**src/rtl/jk_pkg.sv**
```systemverilog
// Shared definitions for the JK excitation driver: JK control codes,
// FSM state encoding and the per-bit excitation function.
package jk_pkg;

  localparam logic [1:0] JK_HOLD   = 2'b00;
  localparam logic [1:0] JK_RESET  = 2'b01;
  localparam logic [1:0] JK_SET    = 2'b10;
  localparam logic [1:0] JK_TOGGLE = 2'b11;

  typedef enum logic [1:0] {
    IDLE   = 2'd0,
    LOAD   = 2'd1,
    APPLY  = 2'd2,
    VERIFY = 2'd3
  } state_t;

  // Returns {J,K} that moves one flop from cur to nxt; dc fills the don't-care term.
  function automatic logic [1:0] jk_excite(input logic cur, input logic nxt, input logic dc);
    logic [1:0] code;
    case ({cur, nxt})
      2'b00:   code = {1'b0, dc};
      2'b01:   code = {1'b1, dc};
      2'b10:   code = {dc, 1'b1};
      default: code = {dc, 1'b0};
    endcase
    return code;
  endfunction

endpackage

```
**src/rtl/jk_excitation_driver_if.sv**
```systemverilog
// Target handshake bundle: a source offers a desired state vector, the
// driver accepts it when ready.
interface jk_excitation_driver_if #(parameter int WIDTH = 4);
  logic             tgt_valid;
  logic             tgt_ready;
  logic [WIDTH-1:0] tgt_data;

  modport master (output tgt_valid, output tgt_data, input tgt_ready);
  modport slave  (input tgt_valid, input tgt_data, output tgt_ready);
endinterface

```
**src/rtl/jk_ff_bank.sv**
```systemverilog
// Bank of WIDTH JK flip-flops with a common enable. qbar is kept in its own
// register so it is a true flop output, reset to all ones.
module jk_ff_bank
  import jk_pkg::*;
#(
  parameter int WIDTH = 4
) (
  input  logic               i_clk,
  input  logic               i_rst_n,
  input  logic               i_en,
  input  logic [2*WIDTH-1:0] i_jk,
  output logic [WIDTH-1:0]   o_q,
  output logic [WIDTH-1:0]   o_qbar
);

  logic [WIDTH-1:0] r_q;
  logic [WIDTH-1:0] r_qbar;

  // Each bit follows its JK code only while the bank is enabled.
  always_ff @(posedge i_clk or negedge i_rst_n) begin
    if (!i_rst_n) begin
      r_q    <= '0;
      r_qbar <= '1;
    end else if (i_en) begin
      for (int i = 0; i < WIDTH; i++) begin
        case (i_jk[2*i +: 2])
          JK_RESET: begin
            r_q[i]    <= 1'b0;
            r_qbar[i] <= 1'b1;
          end
          JK_SET: begin
            r_q[i]    <= 1'b1;
            r_qbar[i] <= 1'b0;
          end
          JK_TOGGLE: begin
            r_q[i]    <= ~r_q[i];
            r_qbar[i] <= ~r_qbar[i];
          end
          default: begin
            r_q[i]    <= r_q[i];
            r_qbar[i] <= r_qbar[i];
          end
        endcase
      end
    end
  end

  assign o_q    = r_q;
  assign o_qbar = r_qbar;

endmodule

```
**src/rtl/jk_excitation_driver.sv**
```systemverilog
// JK excitation driver: accepts a target state, derives J/K per bit from the
// current bank state, clocks the bank once and pulses done.
// Optional macro JK_MISMATCH_CHECK_EN adds a sticky err flag and an 8-bit
// saturating mismatch counter (r_mismatch_cnt) checked in VERIFY.
module jk_excitation_driver
  import jk_pkg::*;
#(
  parameter int WIDTH     = 4,
  parameter int DC_POLICY = 0
) (
  input  logic                       clk,
  input  logic                       rst_n,
  jk_excitation_driver_if.slave      tgt,
  output logic [2*WIDTH-1:0]         jk,
  output logic [WIDTH-1:0]           q,
  output logic [WIDTH-1:0]           qbar,
  output logic                       busy,
  output logic                       done,
  output logic [$clog2(WIDTH+1)-1:0] toggle_cnt,
  output logic                       err
);

  localparam int   CW = $clog2(WIDTH+1);
  localparam logic DC = (DC_POLICY != 0);

  state_t             r_state;
  state_t             w_next;
  logic               w_accept;
  logic               w_bank_en;
  logic [WIDTH-1:0]   w_q;
  logic [WIDTH-1:0]   w_qbar;
  logic [WIDTH-1:0]   r_q_old;
  logic [2*WIDTH-1:0] r_jk;
  logic [2*WIDTH-1:0] w_jk_next;
  logic [CW-1:0]      w_pop;
  logic [CW-1:0]      r_toggle_cnt;

  // State register.
  always_ff @(posedge clk or negedge rst_n) begin
    if (!rst_n) r_state <= IDLE;
    else        r_state <= w_next;
  end

  // Next-state logic plus handshake, busy, done and bank enable.
  always_comb begin
    w_next        = r_state;
    tgt.tgt_ready = 1'b0;
    busy          = 1'b1;
    done          = 1'b0;
    w_bank_en     = 1'b0;
    case (r_state)
      IDLE: begin
        tgt.tgt_ready = 1'b1;
        busy          = 1'b0;
        if (tgt.tgt_valid) w_next = LOAD;
      end
      LOAD:    w_next = APPLY;
      APPLY: begin
        w_bank_en = 1'b1;
        w_next    = VERIFY;
      end
      VERIFY: begin
        done   = 1'b1;
        w_next = IDLE;
      end
      default: w_next = IDLE;
    endcase
  end

  assign w_accept = tgt.tgt_valid && tgt.tgt_ready;

  // Excitation for the incoming target against the present bank state.
  always_comb begin
    w_jk_next = '0;
    for (int i = 0; i < WIDTH; i++)
      w_jk_next[2*i +: 2] = jk_excite(w_q[i], tgt.tgt_data[i], DC);
  end

  // Register jk and the pre-transaction state at accept; jk then holds until the next accept.
  always_ff @(posedge clk or negedge rst_n) begin
    if (!rst_n) begin
      r_jk    <= '0;
      r_q_old <= '0;
    end else if (w_accept) begin
      r_jk    <= w_jk_next;
      r_q_old <= w_q;
    end
  end

  jk_ff_bank #(.WIDTH(WIDTH)) u_bank (
    .i_clk   (clk),
    .i_rst_n (rst_n),
    .i_en    (w_bank_en),
    .i_jk    (r_jk),
    .o_q     (w_q),
    .o_qbar  (w_qbar)
  );

  // Count of bits that differ between the pre-transaction state and q.
  always_comb begin
    w_pop = '0;
    for (int i = 0; i < WIDTH; i++)
      w_pop = w_pop + CW'(r_q_old[i] ^ w_q[i]);
  end

  // Keep the last transaction's toggle count after VERIFY.
  always_ff @(posedge clk or negedge rst_n) begin
    if (!rst_n)    r_toggle_cnt <= '0;
    else if (done) r_toggle_cnt <= w_pop;
  end

  assign toggle_cnt = done ? w_pop : r_toggle_cnt;
  assign jk         = r_jk;
  assign q          = w_q;
  assign qbar       = w_qbar;

`ifdef JK_MISMATCH_CHECK_EN
  logic [WIDTH-1:0] r_tgt;
  logic             r_err;
  logic [7:0]       r_mismatch_cnt;

  // Hold the accepted target for the VERIFY compare.
  always_ff @(posedge clk or negedge rst_n) begin
    if (!rst_n)        r_tgt <= '0;
    else if (w_accept) r_tgt <= tgt.tgt_data;
  end

  // Sticky error and saturating mismatch count when q misses the target.
  always_ff @(posedge clk or negedge rst_n) begin
    if (!rst_n) begin
      r_err          <= 1'b0;
      r_mismatch_cnt <= '0;
    end else if (done && (w_q != r_tgt)) begin
      r_err <= 1'b1;
      if (r_mismatch_cnt != 8'hFF) r_mismatch_cnt <= r_mismatch_cnt + 8'd1;
    end
  end

  assign err = r_err;
`else
  assign err = 1'b0;
`endif

endmodule

```
**src/flat_wrapper.sv**
```systemverilog
// flat-port wrapper written by rule: the top's interface ports become plain ports
module jk_excitation_driver_flat import jk_pkg::*;
#(
  parameter int WIDTH     = 4,
  parameter int DC_POLICY = 0
)
  (clk, rst_n, jk, q, qbar, busy, done, toggle_cnt, err, tgt_tgt_valid, tgt_tgt_data, tgt_tgt_ready);
  jk_excitation_driver_if #(.WIDTH(WIDTH)) tgt_i ();
  input  logic clk;
  input  logic rst_n;
  output logic [2*WIDTH-1:0] jk;
  output logic [WIDTH-1:0] q;
  output logic [WIDTH-1:0] qbar;
  output logic busy;
  output logic done;
  output logic [$clog2(WIDTH+1)-1:0] toggle_cnt;
  output logic err;
  input wire logic [$bits(tgt_i.tgt_valid)-1:0] tgt_tgt_valid;
  input wire logic [$bits(tgt_i.tgt_data)-1:0] tgt_tgt_data;
  output wire logic [$bits(tgt_i.tgt_ready)-1:0] tgt_tgt_ready;
  assign tgt_i.tgt_valid = tgt_tgt_valid;
  assign tgt_i.tgt_data = tgt_tgt_data;
  assign tgt_tgt_ready = tgt_i.tgt_ready;
  jk_excitation_driver #(.WIDTH(WIDTH), .DC_POLICY(DC_POLICY)) u_core (.clk(clk), .rst_n(rst_n), .tgt(tgt_i), .jk(jk), .q(q), .qbar(qbar), .busy(busy), .done(done), .toggle_cnt(toggle_cnt), .err(err));
endmodule
```
**config.mk**
```make
export PLATFORM = sky130hd
export DESIGN_NAME = jk_excitation_driver_flat
export DESIGN_NICKNAME = d
export VERILOG_FILES = /design/src/rtl/jk_pkg.sv /design/src/rtl/jk_excitation_driver_if.sv /design/src/rtl/jk_ff_bank.sv /design/src/rtl/jk_excitation_driver.sv /design/src/flat_wrapper.sv
export SDC_FILE = /design/constraint.sdc
export NUM_CORES = 1
export LEC_CHECK = 0
export CAP_MARGIN = 20
export CORE_MARGIN = 8
export CORE_UTILIZATION = 51
export DETAILED_ROUTE_END_ITERATION = 7
export GPL_TIMING_DRIVEN = 0
export PLACE_DENSITY = 0.82
export SLEW_MARGIN = 20
export SYNTH_ARGS = -nofsm -noshare
export SYNTH_HDL_FRONTEND = slang
export SYNTH_SLANG_ARGS = --single-unit
```
**constraint.sdc**
```tcl
create_clock -name clk -period 5.8 [get_ports clk]
set_clock_uncertainty 0.05 [all_clocks]
set_input_delay 0.58 -clock clk [delete_from_list [all_inputs] [get_ports clk]]
set_output_delay 0.58 -clock clk [all_outputs]
set_load 0.05 [all_outputs]
```
; ---- After elaboration in Yosys (flattened, before gate mapping)
; Index checks and enable logic that the tools add are counted.
[word_totals]
elab_cells = 80
register_bits = 25
output_inout_bits = 23
inputBits = 7
[op_classes]
mux = 19
bitwise_logic = 12
reduce_logical = 10
addsub = 3
eq_ne = 24
[ops]
columns = cell, count
row1 = == test 2 bit (second input constant), 14
row2 = case mux 1 bit (3 select lines), 8
row3 = == test 2 x 1 -> 1 bit (second input constant), 9
row4 = case mux 2 bit (2 select lines), 4
row5 = nonzero test 3 bit, 4
row6 = adder 3 bit, 3
row7 = NOT 1 bit, 8
row8 = case mux 2 bit (4 select lines), 1
row9 = AND reduction 2 bit, 4
row10 = two-way mux 1 bit, 4
row11 = bitwise XOR 1 bit, 4
row12 = two-way mux 3 bit, 1
row13 = zero test 2 bit, 1
row14 = two-way mux 2 bit, 1
row15 = != test 2 bit (second input constant), 1
row16 = logical AND 1 bit, 1

; ---- Depth between registers and ports, before layout
[logic_depth]
ltp_word = 5
depth_mapped = 6
mapped_depth_nobuf = 6

; ---- Cells and area by module
; Synthesis repeated with hierarchy kept, for this count alone.
[hier_totals]
cells_unflattened = 88
hier_area_um2 = 1223.7
[by_module_without_submodules]
columns = mod, instances, area_per_inst_um2, cells_each
row1 = jk_excitation_driver, 1, 889.6, 62
row2 = jk_ff_bank, 1, 334.1, 26

; ---- Least setup slack after synthesis
; OpenSTA, ideal clock, no wires.
[synth_path]
kind = register -> output
from = register u_core.u_bank.r_q[3], in the netlist u_core.u_bank.o_q[3]
to = output port toggle_cnt[1]
t_required_ps = 5170
path_stages_with_launch = 7
slack_ps = 2908
n_path_buf = 0
arrival_ps = 2262
path_cell_list = dfrtp_1 > xnor2_1 > fa_1 > inv_1 > ha_1 > ha_1 > mux2_2
[synth_between]
elab_chain_cells = 3
[synth_rtl]
columns = item, line_no
row1 = "start, declared", jk_ff_bank.sv:16  ; logic [WIDTH-1:0] r_q;
row2 = "start signal, assigned by index", jk_ff_bank.sv:36  ; r_q[i] <= ~r_q[i];
row3 = "start signal, assigned by index", jk_ff_bank.sv:40  ; r_q[i] <= r_q[i];
row4 = bitwise XOR 1 bit, jk_excitation_driver.sv:103  ; w_pop = w_pop + CW'(r_q_old[i] ^ w_q[i]);
row5 = adder 3 bit, jk_excitation_driver.sv:103
row6 = two-way mux 3 bit, jk_excitation_driver.sv:112  ; assign toggle_cnt = done ? w_pop : r_toggle_cnt;
row7 = "end, declared", flat_wrapper.sv:16  ; output logic [$clog2(WIDTH+1)-1:0] toggle_cnt;
; Every way passes these cells.

; ---- Worst setup path in the final report
; Ends and elaborated chain as after synthesis.

==> impl_results.md <==
- Insertion delay to the later sink of the worst-skew pair: between 300 and 400 ps
- Final standard cell count with taps included and fillers excluded: between 150 and 200
- Post-route minimum period: ~3600 ps
- Wire length of the first global-routing pass: about 3900 µm
- Setup Buffers After CTS: 0
- Worst path required time: between 5000 and 6000 ps
- Worst slew pin tran: between 500 and 600 ps
- Post-DP HPWL: about 1700 µm
- Final hold violation count: 0
- Area share of the leading cell type in the synthesized netlist: between 40 and 50%
- Yosys warning total: 0
- Number of buffer and inverter stages on the critical path: 2
- Arrival time of the worst setup path: ~3000 ps
- Layout cells sized above 1: 21.77%
- Final worst-path cycle share: between 60% and 70%
- Post-synthesis net count: approximately 110
- Critical Path Start Type: flop
- Most prevalent standard cell on the critical path: ha_1
- CTS resizes: 0
- Number of register bits inferred by synthesis: 25
- Worst stage delay on the critical path: around 700 ps
- Layout net count: approximately 140
- Number of antenna repair diodes: 0
- All-Layer GR Usage: a little under an eighth
- Path length in cells of the critical path: 7
- Clock transition at the registers of the reported paths: between 100 and 150 ps
- Maximum number of pins on one net before global-route repair: 26
- Type of the worst min-delay path: input port to async pin
- Effective utilization at floorplan: between 50% and 60%
- Critical Setup Path Class: flop to output port
- Via count of the routed design: 791
- Depth of the worst register-to-register path: 6
- Highest clock rate: 278.4 MHz
- Die Wd: between 60 and 70 µm
- Hold Buf Count CTS: 0
- Crit. End Element: output port
- Number of H-tree branching levels: 1
- Post-Synthesis Cell Area: roughly 1200 µm²
- Overall die area: between 4000 and 5000 µm²
- Number of max-slew violations in the final report: 0
- Synthesized instance count: 92
- Distinct cell type count of the synthesized netlist: 24
- # placed instances: 148
- Initial antenna violation count: 0
- Root buffer cell: clkbuf_4
- Drt initial violations: 24
- Total setup violations reported at the end of the flow: 0
- # IOs: 30
- Slew headroom: 64.16%
- Total core area: about 2200 µm²
- Leading cell types in the layout, fill and taps excluded: clkdlybuf4s50_1, dfrtp_1, mux2_4, nor2b_1
- Ranking of synthesized cells by area: dfrtp_1, mux2_4, dfstp_2, ha_1, nor2b_1
- Remaining antenna violation count after routing: 0
- Setup repair after global routing missed its margin: no
- Crit Path Max Fanout: 7
- Floorplan row count: 17
- Number of global-route vias before repair: ~810
- Clk sink count: 25
- Area added between synthesis and finish: 27.88%
- Drt via density: approximately 5.2
- Cell area after layout: 1544 µm²
- Clock tree from TritonCTS: yes
- Remaining DRCs: 0
- Mean instance size in the synthesized netlist: around 13 µm²
- Most common library cell in the layout ignoring fill and taps: clkdlybuf4s50_1
- Final Routed Wirelength: about 2300 µm
- Port Buffer Count: 28
- Remaining Overflow, GRT: 0
- Vertical die dimension: approximately 65 µm
- Placed cell area: between 1500 and 2000 µm²
- Accumulated negative setup slack: 0 ps
- Largest area contributor in the synthesized netlist: dfrtp_1
- Cell-by-cell trace of the critical path: xnor2_1 > fa_1 > inv_1 > ha_1 > ha_1 > mux2_2 > clkdlybuf4s50_1
- DR WL/cell: 14.95 µm
- Post-synthesis sequential area ratio: about 52%
- First-pass iteration count of the detailed router: 4
- Result of the run: completed
- # Max-Cap Violations: 0
- Critical-path top delay cell: clkdlybuf4s50_1
- Crit path max-delay family: adder cells
- Bufs on Longest Clock Path: 2
- Cts bufs inserted: 3
- Global placement routability congestion: ~0.71
[logic make-up (layout without fill, tap and decap cells)]
kind of cell | Yosys count | in the layout | synth area share (%)
mux | 17 | 17 | 18.55
other cells | 1 | 1 | 0.3106
compound gates | 16 | 16 | 8.083
fa+ha+maj | 7 | 7 | 7.876
buf+inv | 9 | 41 | 3.938
xor+xnor | 4 | 4 | 2.902
simple gates | 13 | 13 | 6.115
flops | 25 | 25 | 52.23
[synthesized netlist by cell type]
cell / instances
nand2_2: 1
inv_1: 5
buf_4: 1
xnor2_1: 3
dfrtp_1: 21
mux2i_1: 1
dfstp_2: 4
nand2b_1: 1
nor2b_1: 8
a21bo_2: 2
xor2_1: 1
conb_1: 1
mux2_1: 4
buf_6: 1
a31oi_1: 6
buf_2: 2
nor2_1: 1
ha_1: 6
nand2_1: 2
fa_1: 1
a21oi_1: 6
mux2_4: 9
o21ai_1: 2
mux2_2: 3
[worst reg2reg max path, delay by kind of cell (launching register included)]
| kind | cells | cell delay [ps] |
|---|---|---|
| xor+xnor | 1 | 180 |
| fa+ha+maj | 3 | 980 |
| buf+inv | 1 | 40 |
| flops | 1 | 480 |
| mux | 1 | 270 |
[cell type report]
type	instances	area (µm²)
tap	28	35.03
multi-input combinational	58	529.3
buffer	4	28.78
inverter	5	18.77
fill	174	689.4
clock buffer	4	26.28
sequential	25	630.6
timing repair buffer	28	275.3
[per-layer routing]
metal  vias up  GRT usage, %  routed length (µm)
li1        377             -                   -
met1       392         14.43                1045
met2        18         18.01                1079
met3         4         3.436                 110
met4         0         4.905                  37
met5         -             0                   0
[through the flow]
step                      setup slack, ps  util [%]  hold slack, ps
final                                2208     69.13           178.7
after global routing                 2095     69.13           212.5
after CTS                            2183     69.36           452.8
after detailed placement             2554     68.18           434.5
after global placement               2573     68.18           414.7
after floorplan                      2908         -           234.4
[registers in the layout, indices dropped and copies added, names as in the netlist]
register,count
u_core.jk,8
u_core.r_toggle_cnt,3
u_core.u_bank.o_q,4
u_core.r_state,2
u_core.r_q_old,4
u_core.u_bank.o_qbar,4
[worst paths after layout]
check                                                 startpoint                                  end  slack, ps
worst min-delay path                                       rst_n        u_core.r_state[1]$_DFFE_PN0P_        180
worst max-delay path            u_core.u_bank.o_q[3]$_DFFE_PN0P_                        toggle_cnt[1]       2210
worst min register to register          u_core.jk[5]$_DFFE_PN0P_  u_core.u_bank.o_qbar[2]$_DFFE_PN1P_        450
max in group asynchronous                                  rst_n  u_core.u_bank.o_qbar[0]$_DFFE_PN1P_       5150
min in group clk                        u_core.jk[5]$_DFFE_PN0P_  u_core.u_bank.o_qbar[2]$_DFFE_PN1P_        450
worst max register to register  u_core.u_bank.o_q[3]$_DFFE_PN0P_     u_core.r_toggle_cnt[1]$_DFF_PN0_       3700
Power is left out: the tool's default activity adds up to more than one toggle a clock period on the data nets, which glitch-free logic cannot reach.
